File: src/rtl/tx_bf_ch.sv
// Per-channel transmit beamforming delay and bipolar pulse generator.
// A fire request samples the channel's focal delay table at lut_addr, waits
// that many clocks, then drives a BURST_LEN-period bipolar burst on tx_p/tx_n.
// Ports:
//   clk, rst_n          system clock, asynchronous active-low reset
//   lut_cs, lut_we      table write strobe (write when both high)
//   lut_addr, lut_din   table write address/data; lut_addr is also the zone read address at fire
//   ch_en               apodisation mask latched at fire (0 = muted)
//   tx_start, tx_abort  single-cycle fire request, synchronous abort
//   tx_p, tx_n          registered pulser drives
//   tx_busy, tx_done    firing in progress, one-cycle end-of-burst strobe
module tx_bf_ch #(
  parameter int unsigned ADDR_WD   = 6,
  parameter int unsigned DLY_WD    = 12,
  parameter int unsigned HALF_PER  = 4,
  parameter int unsigned BURST_LEN = 2
) (
  input  logic               clk,
  input  logic               rst_n,
  input  logic               lut_cs,
  input  logic               lut_we,
  input  logic [ADDR_WD-1:0] lut_addr,
  input  logic [DLY_WD-1:0]  lut_din,
  input  logic               ch_en,
  input  logic               tx_start,
  input  logic               tx_abort,
  output logic               tx_p,
  output logic               tx_n,
  output logic               tx_busy,
  output logic               tx_done
);

  localparam int unsigned DEPTH  = 1 << ADDR_WD;
  localparam int unsigned PER    = 2 * HALF_PER;
  localparam int unsigned PH_WD  = $clog2(PER);
  localparam int unsigned CYC_WD = (BURST_LEN > 1) ? $clog2(BURST_LEN) : 1;

  typedef enum logic [2:0] {IDLE, LOAD, DELAY, PULSE, DONE} state_t;

  state_t              state, state_d;
  logic [DLY_WD-1:0]   mem [DEPTH];
  logic [DLY_WD-1:0]   rd_data;
  logic [DLY_WD-1:0]   dly_cnt;
  logic [PH_WD-1:0]    phase;
  logic [CYC_WD-1:0]   cyc;
  logic                en_q;
  logic                fire;
  logic                phase_last;
  logic                burst_end;

  // Abort wins over a same-cycle fire request.
  assign fire       = (state == IDLE) && tx_start && !tx_abort;
  assign phase_last = (phase == PH_WD'(PER - 1));
  assign burst_end  = phase_last && (cyc == CYC_WD'(BURST_LEN - 1));

  // Delay table: read-first, so a same-edge write to the fire address returns the old value.
  always_ff @(posedge clk) begin
    if (fire) rd_data <= mem[lut_addr];
    if (lut_cs && lut_we) mem[lut_addr] <= lut_din;
  end

  // State register.
  always_ff @(posedge clk or negedge rst_n) begin
    if (!rst_n) state <= IDLE;
    else        state <= state_d;
  end

  // Next-state logic.
  always_comb begin
    state_d = state;
    case (state)
      IDLE:    if (fire) state_d = LOAD;
      LOAD:    state_d = (rd_data == '0) ? PULSE : DELAY;
      DELAY:   if (dly_cnt == DLY_WD'(1)) state_d = PULSE;
      PULSE:   if (burst_end) state_d = DONE;
      DONE:    state_d = IDLE;
      default: state_d = IDLE;
    endcase
    if (tx_abort && (state != IDLE)) state_d = IDLE;
  end

  // Delay counter, burst phase/cycle counters and latched mask.
  always_ff @(posedge clk or negedge rst_n) begin
    if (!rst_n) begin
      dly_cnt <= '0;
      phase   <= '0;
      cyc     <= '0;
      en_q    <= 1'b0;
    end else begin
      if (fire) en_q <= ch_en;
      if (state == LOAD)       dly_cnt <= rd_data;
      else if (state == DELAY) dly_cnt <= dly_cnt - DLY_WD'(1);
      if (state == PULSE) begin
        if (phase_last) begin
          phase <= '0;
          cyc   <= (cyc == CYC_WD'(BURST_LEN - 1)) ? '0 : cyc + CYC_WD'(1);
        end else begin
          phase <= phase + PH_WD'(1);
        end
      end else begin
        phase <= '0;
        cyc   <= '0;
      end
    end
  end

  // Registered outputs decoded from the current state, one cycle behind it.
  always_ff @(posedge clk or negedge rst_n) begin
    if (!rst_n) begin
      tx_p    <= 1'b0;
      tx_n    <= 1'b0;
      tx_busy <= 1'b0;
      tx_done <= 1'b0;
    end else begin
      tx_busy <= (state == LOAD) || (state == DELAY) || (state == PULSE);
      tx_p    <= (state == PULSE) && en_q && (phase <  PH_WD'(HALF_PER));
      tx_n    <= (state == PULSE) && en_q && (phase >= PH_WD'(HALF_PER));
      tx_done <= (state == DONE) && !tx_abort;
    end
  end

endmodule

File: config.mk
export PLATFORM = sky130hd
export DESIGN_NAME = tx_bf_ch
export DESIGN_NICKNAME = d
export VERILOG_FILES = /design/src/rtl/tx_bf_ch.sv
export SDC_FILE = /design/constraint.sdc
export NUM_CORES = 1
export LEC_CHECK = 0
export CORE_MARGIN = 2
export CORE_UTILIZATION = 63
export DETAILED_ROUTE_END_ITERATION = 6
export HOLD_SLACK_MARGIN = 0.12
export PLACE_DENSITY = 0.76
export SLEW_MARGIN = 25
export SYNTH_ARGS = -nofsm -noshare
export SYNTH_HDL_FRONTEND = slang
export SYNTH_SLANG_ARGS = --single-unit
export TNS_END_PERCENT = 20
File: constraint.sdc
create_clock -name clk -period 1.95 [get_ports clk]
set_input_delay 0.39 -clock clk [delete_from_list [all_inputs] [get_ports clk]]
set_output_delay 0.39 -clock clk [all_outputs]
set_load 0.02 [all_outputs]
# Yosys cells after proc, flatten, opt, wreduce, memory -nomap -nowiden
# Memory sizes are Yosys's and may differ from the RTL's. A register that Yosys moved wholly into a read port is not among the register bits.
# Index checks and enable logic that the tools add are counted.
# Widths: inputs -> output; s select.
# totals
regBits	24
out_inout_bits	4
wordCells	57
ram_bits	768
n_memories	1
inputBits	25
# memory_table
memory	words	width	read_ports	rd_ports_with_merged_regs	wr	line	text
mem	64	12	1	1	1	41	logic [DLY_WD-1:0] mem [DEPTH];
# classes
muxes	15
n_reduce_logical	17
addsub	3
n_eq_ne	10
n_lt_le_gt_ge	2
# ops
op	n
$mux 12	2
$mux 3	6
$eq 12x1->1 const B	1
$logic_not 12->1	1
$pmux 3 s4	1
$sub 12x1->12 const B	1
$logic_and 1x1->1	9
$eq 3x2->1 const B	2
$eq 3x3->1 const B	2
$mux 1	6
$ne 3x3->1 const B	2
$add 3x1->3 const B	1
$eq 3x1->1 const B	1
$ge 3x3->1 const B	1
$logic_not 3->1	1
$lt 3x3->1 const B	1
$ne 3x2->1 const B	1
$reduce_and 3->1	1
$reduce_bool 3->1	1
$logic_or 1x1->1	2
$ne 2x2->1 const B	1
$reduce_bool 2->1	1
$add 1x1->1 const B	1
$logic_not 1->1	1

# Depth between registers and ports, before layout
# depth
depth_word	6
depth_mapped	10
mapped_depth_nobuf	5

# Worst setup path after synthesis
# Ideal clock, no wire load.
# synth_timing
path_kind	input to register
start	input lut_addr[1]
end	memory mem[13][0] (enable)
stages	8
slack_ps	-510
setup_ps	380
required_time_ps	1570
arrival_ps	2080
path_buffers	5
path_cell_list	buf_6 buf_6 buf_4 buf_2 buf_2 nor2_1 nand2_1 nor2_1
# synth_lines
item	line	text
start, declared	22	input logic [ADDR_WD-1:0] lut_addr,
end, declared	41	
# Straight into the memory's write port.

==> results.txt <==
The flow ran to the end, but the final reports show violations. The checks that failed: negative setup slack. The Yosys step of the flow raised 0 warnings. Setup repair after global routing could not meet its margin everywhere. The placement row count came out at 82.

The number of flops mapped to enable cells by yosys came out at 780. The element type at the critical path end is a register. The count of antenna diodes in the layout came out at 0. At the placement stage, the worst setup path has a slack of -1.07 ns.

Data on the critical path arrives at its endpoint at 2.53 ns. The worst path in the final design needs a cycle of 2.18 ns, including I/O delays and setup. Among cell families on the critical path, the largest total delay comes from compound AO/OA/AOI/OAI gates. The final net count came out at 2150.

The launch instance of the worst register-to-register path is mem[63][1]$_DFFE_PP_. The core area is 49900 um2. The final global-route overflow total came out at 0. In this run the worst path has a maximum fanout of 11. The max-slew violation count came to 0. For this configuration, the core starts out at a cell density of 63.4%. The power density over the cells came out at 968 nW/um2. CTS saw 804 sinks.

The leakage power figure is 0.0129 uW. Counting both buffers and inverters, the worst setup path holds a total of 5. The maximum ir drop on the vdd rail came out at 0.000760 V. The overall power of the completed layout is 37200 uW. The number of instances in the synthesized netlist is 1827.

STA classifies the critical path startpoint as a primary input. After synthesis, the most frequently instantiated cells are sky130_fd_sc_hd__edfxtp_1, sky130_fd_sc_hd__a221oi_1, sky130_fd_sc_hd__nor2_1. The number of global-route vias before repair is 19700. The fill cell instance count of the final layout is 2654. Measured against its own limit, the worst slew margin works out to 30.6%. The number of distinct standard cells referenced by the synthesized netlist came out at 66.

The count of antenna-violating nets left after detailed routing is 0. The residual DRC count is 0. The clock latency reported for the late side of the worst-skew pair is 0.63 ns.

The per-instance average area after synthesis came out at 17.3 um2. The length in cells of the worst reg-to-reg path is 5. The final worst setup slack came out at -0.232 ns. The leading cell type by number of instances after synthesis is sky130_fd_sc_hd__edfxtp_1. The stage delay of the slowest cell on the critical path is 0.47 ns. In this run the deepest clock path goes through 3 buffers.

Of the available clock period, the critical path in the final layout requires 112%. The maximum clock frequency is 0.458 GHz. Measured on the finished design, the core utilization comes to 77.1%. The area share of and/or/nand/nor cells after synthesis is 5.69%. The number of hold-slack violations in the final timing report came out at 0.

The data required time at the worst endpoint came out at 2.29 ns. The vertical extent of the die is 228 um. The wire length of the first global-routing pass is 132000 um. Input and output buffers added on the ports amount to 28. By area the synthesized netlist is led by sky130_fd_sc_hd__edfxtp_1, sky130_fd_sc_hd__mux4_2, sky130_fd_sc_hd__a221oi_1. The sequential cell area in the final layout is 24000 um2. The H-tree generated during clock tree synthesis spans 3 levels.

The overall die width is 228 um. Summing the areas of all xor and xnor instances in the mapped netlist gives 0.0554% of the synthesized area. In this run, flip-flops and latches consume 52.1% of the power. The number of antenna violations at the first check in global routing is 1. The relative contribution of combinational cells to total power is 8.0%. Setup violations remaining at the end of the flow were counted as 8. In this run the worst hold path is classified as in -> async.

In the final layout, the multi-input gates occupy 7390 um2. The setup path with the least slack is of type in -> reg. The clock skew after layout is 0.0305 ns. The clock network power share is 40.0%. Summed over all nets, the switching power comes to 8420 uW. Of all flip-flops after synthesis, the portion carrying an async set or reset was 2.99%. The half-perimeter wire length of the detailed placement result is 55700 um. The routability-driven placement congestion ratio is 0.949. Summed over all layers, the routed wires come to 90900 um. The critical path goes through buf_6, buf_4, inv_2, buf_4, a221oi_1, o22ai_1, a221oi_2, buf_4, nand4_1. The finished cells cover 38500 um2. Compared with the post-synthesis result, the final layout area differs by 21.6%. TritonCTS created 80 clock buffers. The ratio of cells with drive above 1 in the final layout came out at 28.6%. The routed length per instance is 31.8 um. The largest family of logic cells by synthesized area is compound AO/OA/AOI/OAI gates. The post-synthesis mux area share came out at 5.87%.

In this run the critical register-to-register path is captured at rd_data[1]$_DFFE_PP_. In the synthesized netlist the dominant register cell turns out to be sky130_fd_sc_hd__edfxtp_1. The number of placed I/O pins is 29.

In this run, the number of DRC markers left after iteration 0 of detailed routing was 3204. Summing every instance area after synthesis gives 31600 um2. For this run, the register share of the synthesized area comes to 76.0%. The adder-cell share of the synthesized area is 0.158%. The cell seen most often among critical-path stages is sky130_fd_sc_hd__buf_4. The most area-hungry cell type in the Yosys netlist is sky130_fd_sc_hd__edfxtp_1.

The area fraction in compound gates after synthesis is 9.88%. The internal portion of the total power is 28800 uW. The full die area came out at 52000 um2. The clock transition at the registers of the reported paths came out at 0.06 ns. The switching share of power came out at 22.6%. After detailed placement, the total cell area comes to 35500 um2. The number of detailed-routing iterations run before antenna repair came out at 6.

The area fraction of the dominant cell type after synthesis came out at 74.1%. The synthesized netlist net count came out at 1856. The total via count in the routed design came out at 20100. The maximum number of pins on one net before global-route repair came out at 65. The tree is rooted in a sky130_fd_sc_hd__clkbuf_16.

The global-route total usage across every layer came out at 34.9%. The tool flagged a number of max-cap violations equal to 0. The minimum setup slack among reg-to-reg paths came out at -0.19 ns.

Among all stages on the critical path, the largest delay is contributed by sky130_fd_sc_hd__a221oi_2. The post-synthesis sequential element count is 804. The clock tree from TritonCTS is yes. The vias per cell is 7.05. At the pin with the least slew margin, the transition time is 1.04 ns.
## worst reg2reg max path, cell delays in order, from the launching register on
cell and delay [ns]:
sky130_fd_sc_hd__edfxtp_1 0.37, sky130_fd_sc_hd__mux4_2 0.54, sky130_fd_sc_hd__a22o_4 0.31, sky130_fd_sc_hd__a2111oi_4 0.39
sky130_fd_sc_hd__buf_4 0.18, sky130_fd_sc_hd__nand4b_1 0.10
## sequential cells by signal, summed over array words and instances (netlist names)
name	count
state	3
dly_cnt	12
en_q	1
tx_done	1
phase	3
cyc	1
rd_data	12
tx_busy	1
tx_p	1
tx_n	1
mem	768
## cells by family (layout without fill, tap and decap cells)
logic type               count (synthesis)  in the layout
AO/OA/AOI/OAI                          405            405
XOR/XNOR                                 2              2
adder cells (fa/ha/maj)                  4              4
buffers and inverters                  144            501
flip-flops                             804            804
multiplexers                           125            125
AND/OR/NAND/NOR                        343            343
## through the flow
step | cells | TNS, ns | hold WS [ns]
after global placement | 2705 | -420.61 | 0.435
after CTS | 2856 | -0.490 | 0.123
after detailed placement | 2705 | -427.77 | 0.446
after floorplan | 1827 | -184.03 | 0.0944
after global routing | 2856 | -1.15 | 0.160
final | 2856 | -1.07 | 0.140
## area by class of cell
| class | count | share of cell area, % |
|---|---|---|
| clock inverter | 42 | 0.918 |
| sequential | 804 | 62.5 |
| timing repair buffer | 350 | 9.55 |
| multi-input combinational | 879 | 19.2 |
| tap | 672 | 2.19 |
| inverter | 6 | 0.0651 |
| clock buffer | 103 | 5.60 |
## power by group through the flow
stage	Sequential (uW)	Clock (uW)	Combinational, uW
floorplan	19700	0	1350
global placement	19700	0	2620
detailed placement	19700	0	2700
CTS	19400	14900	2830
global route	19400	15600	3090
finish	19400	14900	2960
## timing repair
action | CTS | global route
hold buffers | 0 | 0
setup buffers | 6 | 0
endpoints found under the setup margin | 174 | 16
gates resized for setup | 50 | 19
pin swaps | 9 | 9
endpoints found under the hold margin | 0 | 0
## per-layer routing
metal,global-route usage [%],vias to the layer above,wire length (um)
met5,0,-,0
met4,14.2,0,4000
met3,9.93,286,12900
met2,53.2,1676,42100
met1,48.1,10000,31900
li1,-,8141,-
## worst max-delay path by stage
stage                               from                   end  slack, ns  cells past startpoint
floorplan                    lut_addr[0]  mem[18][0]$_DFFE_PP_      -0.37                      6
global placement             lut_addr[1]  rd_data[9]$_DFFE_PP_      -1.26                      9
detailed placement           lut_addr[5]  rd_data[9]$_DFFE_PP_      -1.07                      6
CTS                 mem[63][1]$_DFFE_PP_  rd_data[1]$_DFFE_PP_      -0.17                      5
global route                 lut_addr[2]  rd_data[6]$_DFFE_PP_      -0.22                      9
finish                       lut_addr[2]  rd_data[6]$_DFFE_PP_      -0.23                      9
## layout by cell type (no fill, tap or decap), types with 12 or more instances in the layout
master / count
sky130_fd_sc_hd__and3_1: 14
sky130_fd_sc_hd__nor2_1: 55
sky130_fd_sc_hd__a32oi_1: 17
sky130_fd_sc_hd__clkbuf_1: 20
sky130_fd_sc_hd__clkinv_2: 19
sky130_fd_sc_hd__mux4_2: 45
sky130_fd_sc_hd__o211ai_1: 16
sky130_fd_sc_hd__mux2i_1: 58
sky130_fd_sc_hd__nand3_1: 15
sky130_fd_sc_hd__o221ai_1: 19
sky130_fd_sc_hd__nand3b_1: 23
sky130_fd_sc_hd__edfxtp_1: 780
sky130_fd_sc_hd__a21oi_1: 37
sky130_fd_sc_hd__nand4_1: 12
sky130_fd_sc_hd__mux2_2: 16
sky130_fd_sc_hd__nand2b_1: 19
sky130_fd_sc_hd__o21ai_0: 19
sky130_fd_sc_hd__buf_4: 236
sky130_fd_sc_hd__a221oi_1: 104
sky130_fd_sc_hd__nor2_4: 16
sky130_fd_sc_hd__nor2_2: 27
sky130_fd_sc_hd__nand2_1: 64
sky130_fd_sc_hd__nor3_1: 19
sky130_fd_sc_hd__o22ai_1: 37
sky130_fd_sc_hd__clkbuf_16: 83
sky130_fd_sc_hd__a22o_1: 12
sky130_fd_sc_hd__buf_2: 12
sky130_fd_sc_hd__buf_12: 79
sky130_fd_sc_hd__a22oi_1: 60
sky130_fd_sc_hd__dfrtp_1: 24
sky130_fd_sc_hd__a31oi_1: 13
No activity file was read; power rests on OpenSTA's default activity.
